## config.mk

```make
export PLATFORM = sky130hd
export DESIGN_NAME = led_key_indicator_flat
export DESIGN_NICKNAME = d
export VERILOG_FILES = /design/src/rtl/led_key_if.sv /design/src/rtl/led_key_indicator.sv /design/src/flat_wrapper.sv
export SDC_FILE = /design/constraint.sdc
export NUM_CORES = 1
export LEC_CHECK = 0
export CAP_MARGIN = 30
export CORE_MARGIN = 2
export CORE_UTILIZATION = 30
export CTS_BUF_LIST = sky130_fd_sc_hd__clkbuf_16
export CTS_CLUSTER_DIAMETER = 60
export DETAILED_ROUTE_END_ITERATION = 10
export PLACE_DENSITY = 0.52
export SYNTH_ARGS = -nofsm -noshare
export SYNTH_HDL_FRONTEND = slang
export SYNTH_SLANG_ARGS = --single-unit
```

## constraint.sdc

```tcl
create_clock -name sys_clk -period 3.5 [get_ports sys_clk]
set_input_delay 0.7 -clock sys_clk [delete_from_list [all_inputs] [get_ports sys_clk]]
set_output_delay 0.7 -clock sys_clk [all_outputs]
set_load 0.01 [all_outputs]
```

## src/rtl/led_key_if.sv

```systemverilog
// Key-event inputs and LED pin bundle for the front-panel LED driver.
// Carries the brightness input only when LED_PWM_EN is defined.
interface led_key_if #(
    parameter int CODE_W = 4,
    parameter int PWM_W  = 4
);
    logic              is_pressed;
    logic [CODE_W-1:0] keyboard_data;
`ifdef LED_PWM_EN
    logic [PWM_W-1:0]  brightness;
`endif
    logic [CODE_W:0]   led;

    modport master (
        output is_pressed,
        output keyboard_data,
`ifdef LED_PWM_EN
        output brightness,
`endif
        input  led
    );

    modport slave (
        input  is_pressed,
        input  keyboard_data,
`ifdef LED_PWM_EN
        input  brightness,
`endif
        output led
    );
endinterface

```

## src/rtl/led_key_indicator.sv

```systemverilog
// Active-low LED driver: shows the held key code, then holds it with a blinking indicator.
// Optional LED_PWM_EN adds a brightness input that duty-cycles every lit LED.
module led_key_indicator #(
    parameter int CODE_W    = 4,
    parameter int HOLD_CYC  = 25_000_000,
    parameter int BLINK_CYC = 5_000_000,
    parameter int PWM_W     = 4
) (
    input  logic     sys_clk,
    input  logic     sys_rst_n,
    led_key_if.slave kif
);
    localparam int LW = CODE_W + 1;
    localparam int HW = (HOLD_CYC > 0) ? $clog2(HOLD_CYC + 1) : 1;
    localparam int BW = $clog2(BLINK_CYC + 1);
    localparam logic [HW-1:0] HOLD_INIT = (HOLD_CYC > 0) ? HW'(HOLD_CYC - 1) : '0;
    localparam logic [BW-1:0] BLINK_LAST = BW'(BLINK_CYC - 1);

    typedef enum logic [1:0] {IDLE, PRESS, HOLD} state_e;

    state_e            state_q, state_d;
    logic              press_q, press_d;
    logic              press_qq_q, press_qq_d;
    logic [CODE_W-1:0] code_q, code_d;
    logic [CODE_W-1:0] lat_q, lat_d;
    logic [HW-1:0]     hold_q, hold_d;
    logic [BW-1:0]     blink_q, blink_d;
    logic              phase_q, phase_d;
    logic [LW-1:0]     led_q, led_d;
    logic              rise, fall;

    always_ff @(posedge sys_clk or negedge sys_rst_n) begin
        if (!sys_rst_n) begin
            state_q    <= IDLE;
            press_q    <= 1'b0;
            press_qq_q <= 1'b0;
            code_q     <= '0;
            lat_q      <= '0;
            hold_q     <= '0;
            blink_q    <= '0;
            phase_q    <= 1'b0;
            led_q      <= '1;
        end else begin
            state_q    <= state_d;
            press_q    <= press_d;
            press_qq_q <= press_qq_d;
            code_q     <= code_d;
            lat_q      <= lat_d;
            hold_q     <= hold_d;
            blink_q    <= blink_d;
            phase_q    <= phase_d;
            led_q      <= led_d;
        end
    end

    always_comb begin
        press_d    = kif.is_pressed;
        code_d     = kif.keyboard_data;
        press_qq_d = press_q;
        rise       = press_q & ~press_qq_q;
        fall       = ~press_q & press_qq_q;
        state_d    = state_q;
        lat_d      = lat_q;
        hold_d     = hold_q;
        blink_d    = blink_q;
        phase_d    = phase_q;
        led_d      = '1;

        unique case (state_q)
            IDLE: begin
                if (rise) begin
                    state_d = PRESS;
                    lat_d   = code_q;
                end
            end
            PRESS: begin
                // Code on the release cycle is not trusted; keep the last one.
                if (fall) begin
                    if (HOLD_CYC > 0) begin
                        state_d = HOLD;
                        hold_d  = HOLD_INIT;
                        blink_d = '0;
                        phase_d = 1'b1;
                    end else begin
                        state_d = IDLE;
                    end
                end else begin
                    lat_d = code_q;
                end
            end
            HOLD: begin
                if (rise) begin
                    state_d = PRESS;
                    lat_d   = code_q;
                end else if (hold_q == '0) begin
                    state_d = IDLE;
                    blink_d = '0;
                end else begin
                    hold_d = hold_q - 1'b1;
                    if (blink_q == BLINK_LAST) begin
                        blink_d = '0;
                        phase_d = ~phase_q;
                    end else begin
                        blink_d = blink_q + 1'b1;
                    end
                end
            end
            default: state_d = IDLE;
        endcase

        unique case (state_d)
            PRESS:   led_d = {1'b0, ~lat_d};
            HOLD:    led_d = {~phase_d, ~lat_d};
            default: led_d = '1;
        endcase
    end

`ifdef LED_PWM_EN
    logic [PWM_W-1:0] pwm_cnt_q, pwm_cnt_d;
    logic             pwm_on;

    always_ff @(posedge sys_clk or negedge sys_rst_n) begin
        if (!sys_rst_n) pwm_cnt_q <= '0;
        else            pwm_cnt_q <= pwm_cnt_d;
    end

    always_comb begin
        pwm_cnt_d = pwm_cnt_q + 1'b1;
        pwm_on    = pwm_cnt_q < kif.brightness;
    end

    assign kif.led = led_q | {LW{~pwm_on}};
`else
    assign kif.led = led_q;
`endif
endmodule

```

## src/flat_wrapper.sv

```systemverilog
// flat-port wrapper written by rule: the top's interface ports become plain ports
module led_key_indicator_flat 
#(
    parameter int CODE_W    = 4,
    parameter int HOLD_CYC  = 25_000_000,
    parameter int BLINK_CYC = 5_000_000,
    parameter int PWM_W     = 4
)
  (sys_clk, sys_rst_n, kif_is_pressed, kif_keyboard_data, kif_led);
  led_key_if #(.CODE_W(CODE_W), .PWM_W(PWM_W)) kif_i ();
  input  logic sys_clk;
  input  logic sys_rst_n;
  input wire logic [$bits(kif_i.is_pressed)-1:0] kif_is_pressed;
  input wire logic [$bits(kif_i.keyboard_data)-1:0] kif_keyboard_data;
  output wire logic [$bits(kif_i.led)-1:0] kif_led;
  assign kif_i.is_pressed = kif_is_pressed;
  assign kif_i.keyboard_data = kif_keyboard_data;
  assign kif_led = kif_i.led;
  led_key_indicator #(.CODE_W(CODE_W), .HOLD_CYC(HOLD_CYC), .BLINK_CYC(BLINK_CYC), .PWM_W(PWM_W)) u_core (.sys_clk(sys_clk), .sys_rst_n(sys_rst_n), .kif(kif_i));
endmodule
```

# [Word-level counts from Yosys, hierarchy flattened]
# Cells that the tools add are included.
[op_classes] n_addsub=2 n_eq_ne=8 muxes=23 n_bitwise=7 n_reduce_logical=6
[ops] operator="$mux 23" count=4
[ops] operator="$mux 25" count=3
[ops] operator="$pmux 25 s2" count=1
[ops] operator="$pmux 23 s2" count=1
[ops] operator="$logic_not 25->1" count=1
[ops] operator="$sub 25x1->25 const B" count=1
[ops] operator="$add 23x1->23 const B" count=1
[ops] operator="$eq 23x23->1 const B" count=1
[ops] operator="$pmux 5 s2" count=1
[ops] operator="$mux 2" count=4
[ops] operator="$mux 4" count=2
[ops] operator="$pmux 4 s2" count=1
[ops] operator="$pmux 2 s3" count=1
[ops] operator="$eq 2x1->1 const B" count=2
[ops] operator="$eq 2x2->1 const B" count=2
[ops] operator="$mux 1" count=4
[ops] operator="$ne 2x2->1 const B" count=2
[ops] operator="$not 1->1" count=4
[ops] operator="$not 4->4" count=1
[ops] operator="$reduce_and 4->1" count=1
[ops] operator="$reduce_and 3->1" count=1
[ops] operator="$and 1x1->1" count=2
[ops] operator="$logic_not 2->1" count=1
[ops] operator="$ne 2x1->1 const B" count=1
[ops] operator="other kinds (3)" count=3
[word_totals] ff_bits=66 in_bits=7 out_inout_bits=5

# [Longest topological paths before layout]
[logic_depth] depth_word=7 mapped_depth=12 depth_no_buf=11

# [Worst setup path before layout]
# No wires, ideal clock.
[synth_timing] path_kind="register to register" start="reg u_core.hold_q[0]" end="reg u_core.led_q[4], in the netlist u_core.kif.led[4]" setup_ns=0.082 arrival_time_ns=2.728 t_required_ns=3.418 path_slack_ns=0.690 stages_incl_launch_ff=13 path_buffers=1 synth_period_minus_slack_ns=2.810 cell_sequence="dfrtp_1 inv_1 ha_1 or3b_2 nor3_1 a21oi_1 clkbuf_1 o211ai_1 a21oi_1 ha_1 inv_1 a211oi_1 a211o_1"
[synth_between] elab_chain_len=6 word_cells_on_any_way=11 cone_classes="eq/ne (2); mux (7); bitwise (1); reduce/logical (1)"
[synth_rtl] element="start: declaration" line="led_key_indicator.sv:26" text="logic [HW-1:0] hold_q, hold_d;"
[synth_rtl] element="start signal: assignment" line="led_key_indicator.sv:49" text="hold_q <= hold_d;"
[synth_rtl] element="$logic_not 25->1 (*)" line="led_key_indicator.sv:95" text="end else if (hold_q == '0) begin"
[synth_rtl] element="$mux 2 (*)" line="led_key_indicator.sv:95"
[synth_rtl] element="$mux 2 (*)" line="led_key_indicator.sv:92" text="if (rise) begin"
[synth_rtl] element="$pmux 2 s3 (*)" line="led_key_indicator.sv:69" text="unique case (state_q)"
[synth_rtl] element="via u_core.state_d[1]" line="led_key_indicator.sv:21" text="state_e state_q, state_d;"
[synth_rtl] element="$eq 2x2->1 / $eq 2x1->1 (equally long branches)" line="led_key_indicator.sv:111" text="unique case (state_d)"
[synth_rtl] element="$pmux 5 s2 (*)" line="led_key_indicator.sv:111"
[synth_rtl] element="via u_core.led_d[4]" line="led_key_indicator.sv:29" text="logic [LW-1:0] led_q, led_d;"
[synth_rtl] element="end signal: assignment" line="led_key_indicator.sv:52" text="led_q <= led_d;"
[synth_rtl] element="end: declaration" line="led_key_indicator.sv:29"
# Mark *: on every way through the listed nets, which the timed path passes. The rest lies on a longest branch.
# A chain may end at the register's enable or synchronous reset.

# [Worst setup path in the final report]
[layout_timing] start="reg u_core.hold_q[1]" end="reg u_core.hold_q[9]"
[layout_between] elab_chain_len=4 word_cells_on_any_way=7 cone_classes="add/sub (1); eq/ne (1); mux (3); reduce/logical (2)"
[layout_rtl] element="$sub 25x1->25" line="led_key_indicator.sv:99" text="hold_d = hold_q - 1'b1;"
[layout_rtl] element="$mux 25" line="led_key_indicator.sv:95"
[layout_rtl] element="$mux 25" line="led_key_indicator.sv:92"
[layout_rtl] element="$pmux 25 s2" line="led_key_indicator.sv:69"
# Parallel ways exist; a longest one is shown, timed or not. The select of a mux whose other input is x is not followed.

==> flow_summary.yaml <==
synthesis:
  yosysUniqueCellTypes: 65
  synth_top_family_by_area: "simple AND/OR/NAND/NOR gates"
  ys_seq_area_share_pct: 46.7
  netlist_area_mm2: 0.00355
  syn_inst: 364
  synth-xor-area-share_pct: 4.69
  synth_nets: 379
  ys_seq_elements: 66
  synth_compound_area_share_pct: 16.1
  synth-simple-area-share_pct: 25.2
  yosysWarnings: 0
  async_reset_ff_share_pct: 100
  yosys.area_share.adder_pct: 2.82
  synth_enable_flop_cells: 0
  synth_top_cell_by_area: "dfrtp_1"
  synth.area.mux_share_pct: 1.41
  yosysTopAreaCellShare_pct: 43.0
  synth_area_leaders: "dfrtp_1, dfstp_2, xnor2_1"
  ys.flop_type: "dfrtp_1"
  syn_avg_cell_area_um2: 9.75
power:
  finalPower_uw: 2780
  pwr-share-seq_pct: 32.5
  power_frac_clock_pct: 34.6
  p_leak_uw: 0.00151
  power.internal_uw: 1790
  ir_worst_vdd_mv: 0.405
  p_sw_share_pct: 35.8
  p_comb_share_pct: 32.9
  p_per_area_mw_per_mm2: 672
  power.switching_uw: 997
worst_setup_path:
  crit_cells: 7
  slowest_stage: "o31ai_4"
  crit_family: "simple AND/OR/NAND/NOR gates"
  reg2reg_slack_ps: 610
  start_kind: "register"
  cp_slowest_stage_delay_ps: 790
  critPathLaunch: "u_core.hold_q[1]$_DFFE_PN0P_"
  crit_arrival_ps: 3070
  end_kind: "register"
  r2r_start: "u_core.hold_q[1]$_DFFE_PN0P_"
  worst-path-buf-inv: 1
  reg2reg_depth: 7
  path_class: "register to register"
  crit_end: "u_core.hold_q[9]$_DFFE_PN0P_"
  cp_max_fo: 23
  rr_endpoint: "u_core.hold_q[9]$_DFFE_PN0P_"
  crit_chain: "inv_1 > ha_1 > or3b_2 > or3_1 > o31ai_4 > or4_2 > a21oi_1"
  cp.required_ps: 3680
final_layout:
  final_cell_mix: "dfrtp_1, nor2_1, nand2_1"
  final_util_pct: 36.1
  areaGrowthSynthToFinish_pct: 16.7
  nets: 395
  final_common_cell: "dfrtp_1"
  drive_gt1_share_pct: 14.0
  diodes: 0
cts:
  cts_resized: 0
  clk-insertion-delay-late_ps: 340
  cts_setup_buffers: 0
  htree_num_levels: 3
  cts_tree: "done"
  cts_sinks: 66
  hold_buffers: 0
  path_clk_slew_ps: 60
  clockBufferDepth: 2
  clockRootBuffer: "clkbuf_16"
  cts_buffers: 9
sta:
  fin_tns_setup_ps: 0
  finalCritPeriodShare_pct: 82.5
  slew_viol_final: 0
  fin_skew_ps: 8.75
  setup_viol_count_final: 0
  worstMarginPinSlew_ps: 896
  fin_crit_ps: 2890
  max_freq_ghz: 0.346
  hold_viol: 0
  rsz0062_at_grt: "false"
  relSlewSlack_pct: 40.2
placed_design:
  dpl.hpwl_um: 5360
  gp_congestion: 0.774
  port_buffers: 11
routing:
  drt-wirelength-per-cell_um: 14.9
  antenna_left: 0
  vias_per_cell: 5.30
  via_count: 2800
  drt_wl_total_um: 7870
  first_pass_iters: 4
  drc: 0
  drt-initial-drc-count: 119
die:
  ios: 12
  dieArea_mm2: 0.0127
  initial_core_util_pct: 30.9
  core_area_mm2: 0.0115
  die-width_um: 113
  std_cell_rows: 39
  chipHeight_um: 113
global_routing:
  antenna_found_initial: 0
  grt_pass1_vias: 2865
  grt_max_degree: 36
  grt_pass1_wl_um: 13700
  track_usage_pct: 13.4
  globalRouteOverflowTotal: 0
run_status:
  status: "finished, final reports clean"
flow_run:
  drv_cap: 0
min_path:
  hold_class: "input pin to async pin"
[layer usage]
layer,wire length [um],vias to the layer above,track usage [%]
met4,87,0,5.53
met5,0,-,0
li1,-,1387,-
met3,188,7,2.95
met1,4040,1372,18.3
met2,3560,34,20.7
[logic make-up (layout without fill, tap and decap cells)]
| family | count (synthesis) | after routing |
|---|---|---|
| xor+xnor | 19 | 19 |
| simple gates | 162 | 162 |
| flops | 66 | 66 |
| buf+inv | 24 | 45 |
| mux | 5 | 5 |
| fa+ha+maj | 8 | 8 |
| compound gates | 80 | 80 |
[synthesized netlist by cell type, types with 4 or more instances]
cell	instances
clkbuf_1	10
nor3_1	12
ha_1	8
nor4b_1	4
nand3_1	16
nor2_1	32
xor2_1	5
or3_1	6
nand2_1	31
o21ai_0	15
dfstp_2	5
or4_1	5
a21oi_1	14
nor4_1	16
or2_2	4
o21bai_1	4
a22o_1	5
xnor2_1	14
dfrtp_1	61
nand4_1	5
mux2i_1	5
a211oi_1	5
inv_1	9
o31ai_1	8
o211ai_1	4
[sequential cells by signal, summed over array words and instances (netlist names)]
name               cells
u_core.phase_q         1
u_core.blink_q        23
u_core.code_q          4
u_core.lat_q           4
u_core.press_q         1
u_core.hold_q         25
u_core.state_q         2
u_core.press_qq_q      1
u_core.kif.led         5
[area by class of cell]
| type | instances | area, um2 |
|---|---|---|
| Fill cell | 1114 | 7320 |
| Multi-Input combinational cell | 274 | 1780 |
| Sequential cell | 66 | 1660 |
| Clock buffer | 9 | 225 |
| Tap cell | 143 | 179 |
| Timing Repair Buffer | 20 | 173 |
| Clock inverter | 7 | 93.8 |
| Inverter | 9 | 33.8 |
[power by group through the flow]
stage | registers (uW) | logic, uW | clock network [uW]
floorplan | 921 | 639 | 0
global placement | 916 | 918 | 0
detailed placement | 917 | 921 | 0
CTS | 906 | 928 | 984
global route | 913 | 1020 | 1020
finish | 904 | 915 | 964
[per-stage QoR]
| step | cell area (um2) | std cells | setup WS, ps | hold slack, ps |
|---|---|---|---|---|
| 2_1_floorplan | 3550 | 364 | 690 | 404 |
| 5_1_grt | 4140 | 528 | 417 | 499 |
| 4_1_cts | 4140 | 528 | 613 | 475 |
| 6_report | 4140 | 528 | 613 | 481 |
| 3_3_place_gp | 3820 | 512 | 689 | 457 |
| 3_5_place_dp | 3820 | 512 | 652 | 459 |
[how the worst min path moves through the flow]
| stage | slack [ps] | cells past startpoint | endpoint |
|---|---|---|---|
| after floorplan | 400 | 0 | u_core.blink_q[0]$_DFFE_PN0P_ |
| after global placement | 460 | 0 | u_core.press_qq_q$_DFF_PN0_ |
| after detailed placement | 460 | 0 | u_core.press_qq_q$_DFF_PN0_ |
| after CTS | 470 | 0 | u_core.press_qq_q$_DFF_PN0_ |
| after global routing | 500 | 0 | u_core.press_qq_q$_DFF_PN0_ |
| final | 480 | 1 | u_core.blink_q[0]$_DFFE_PN0P_ |
[worst reg2reg max path, cell delays in order (launching register included)]
cell and delay (ps):
dfrtp_1 390, inv_1 80, ha_1 160, or3b_2 500, or3_1 500, o31ai_4 790
or4_2 250, a21oi_1 60
Note: power is estimated with default switching activity, not from simulation.
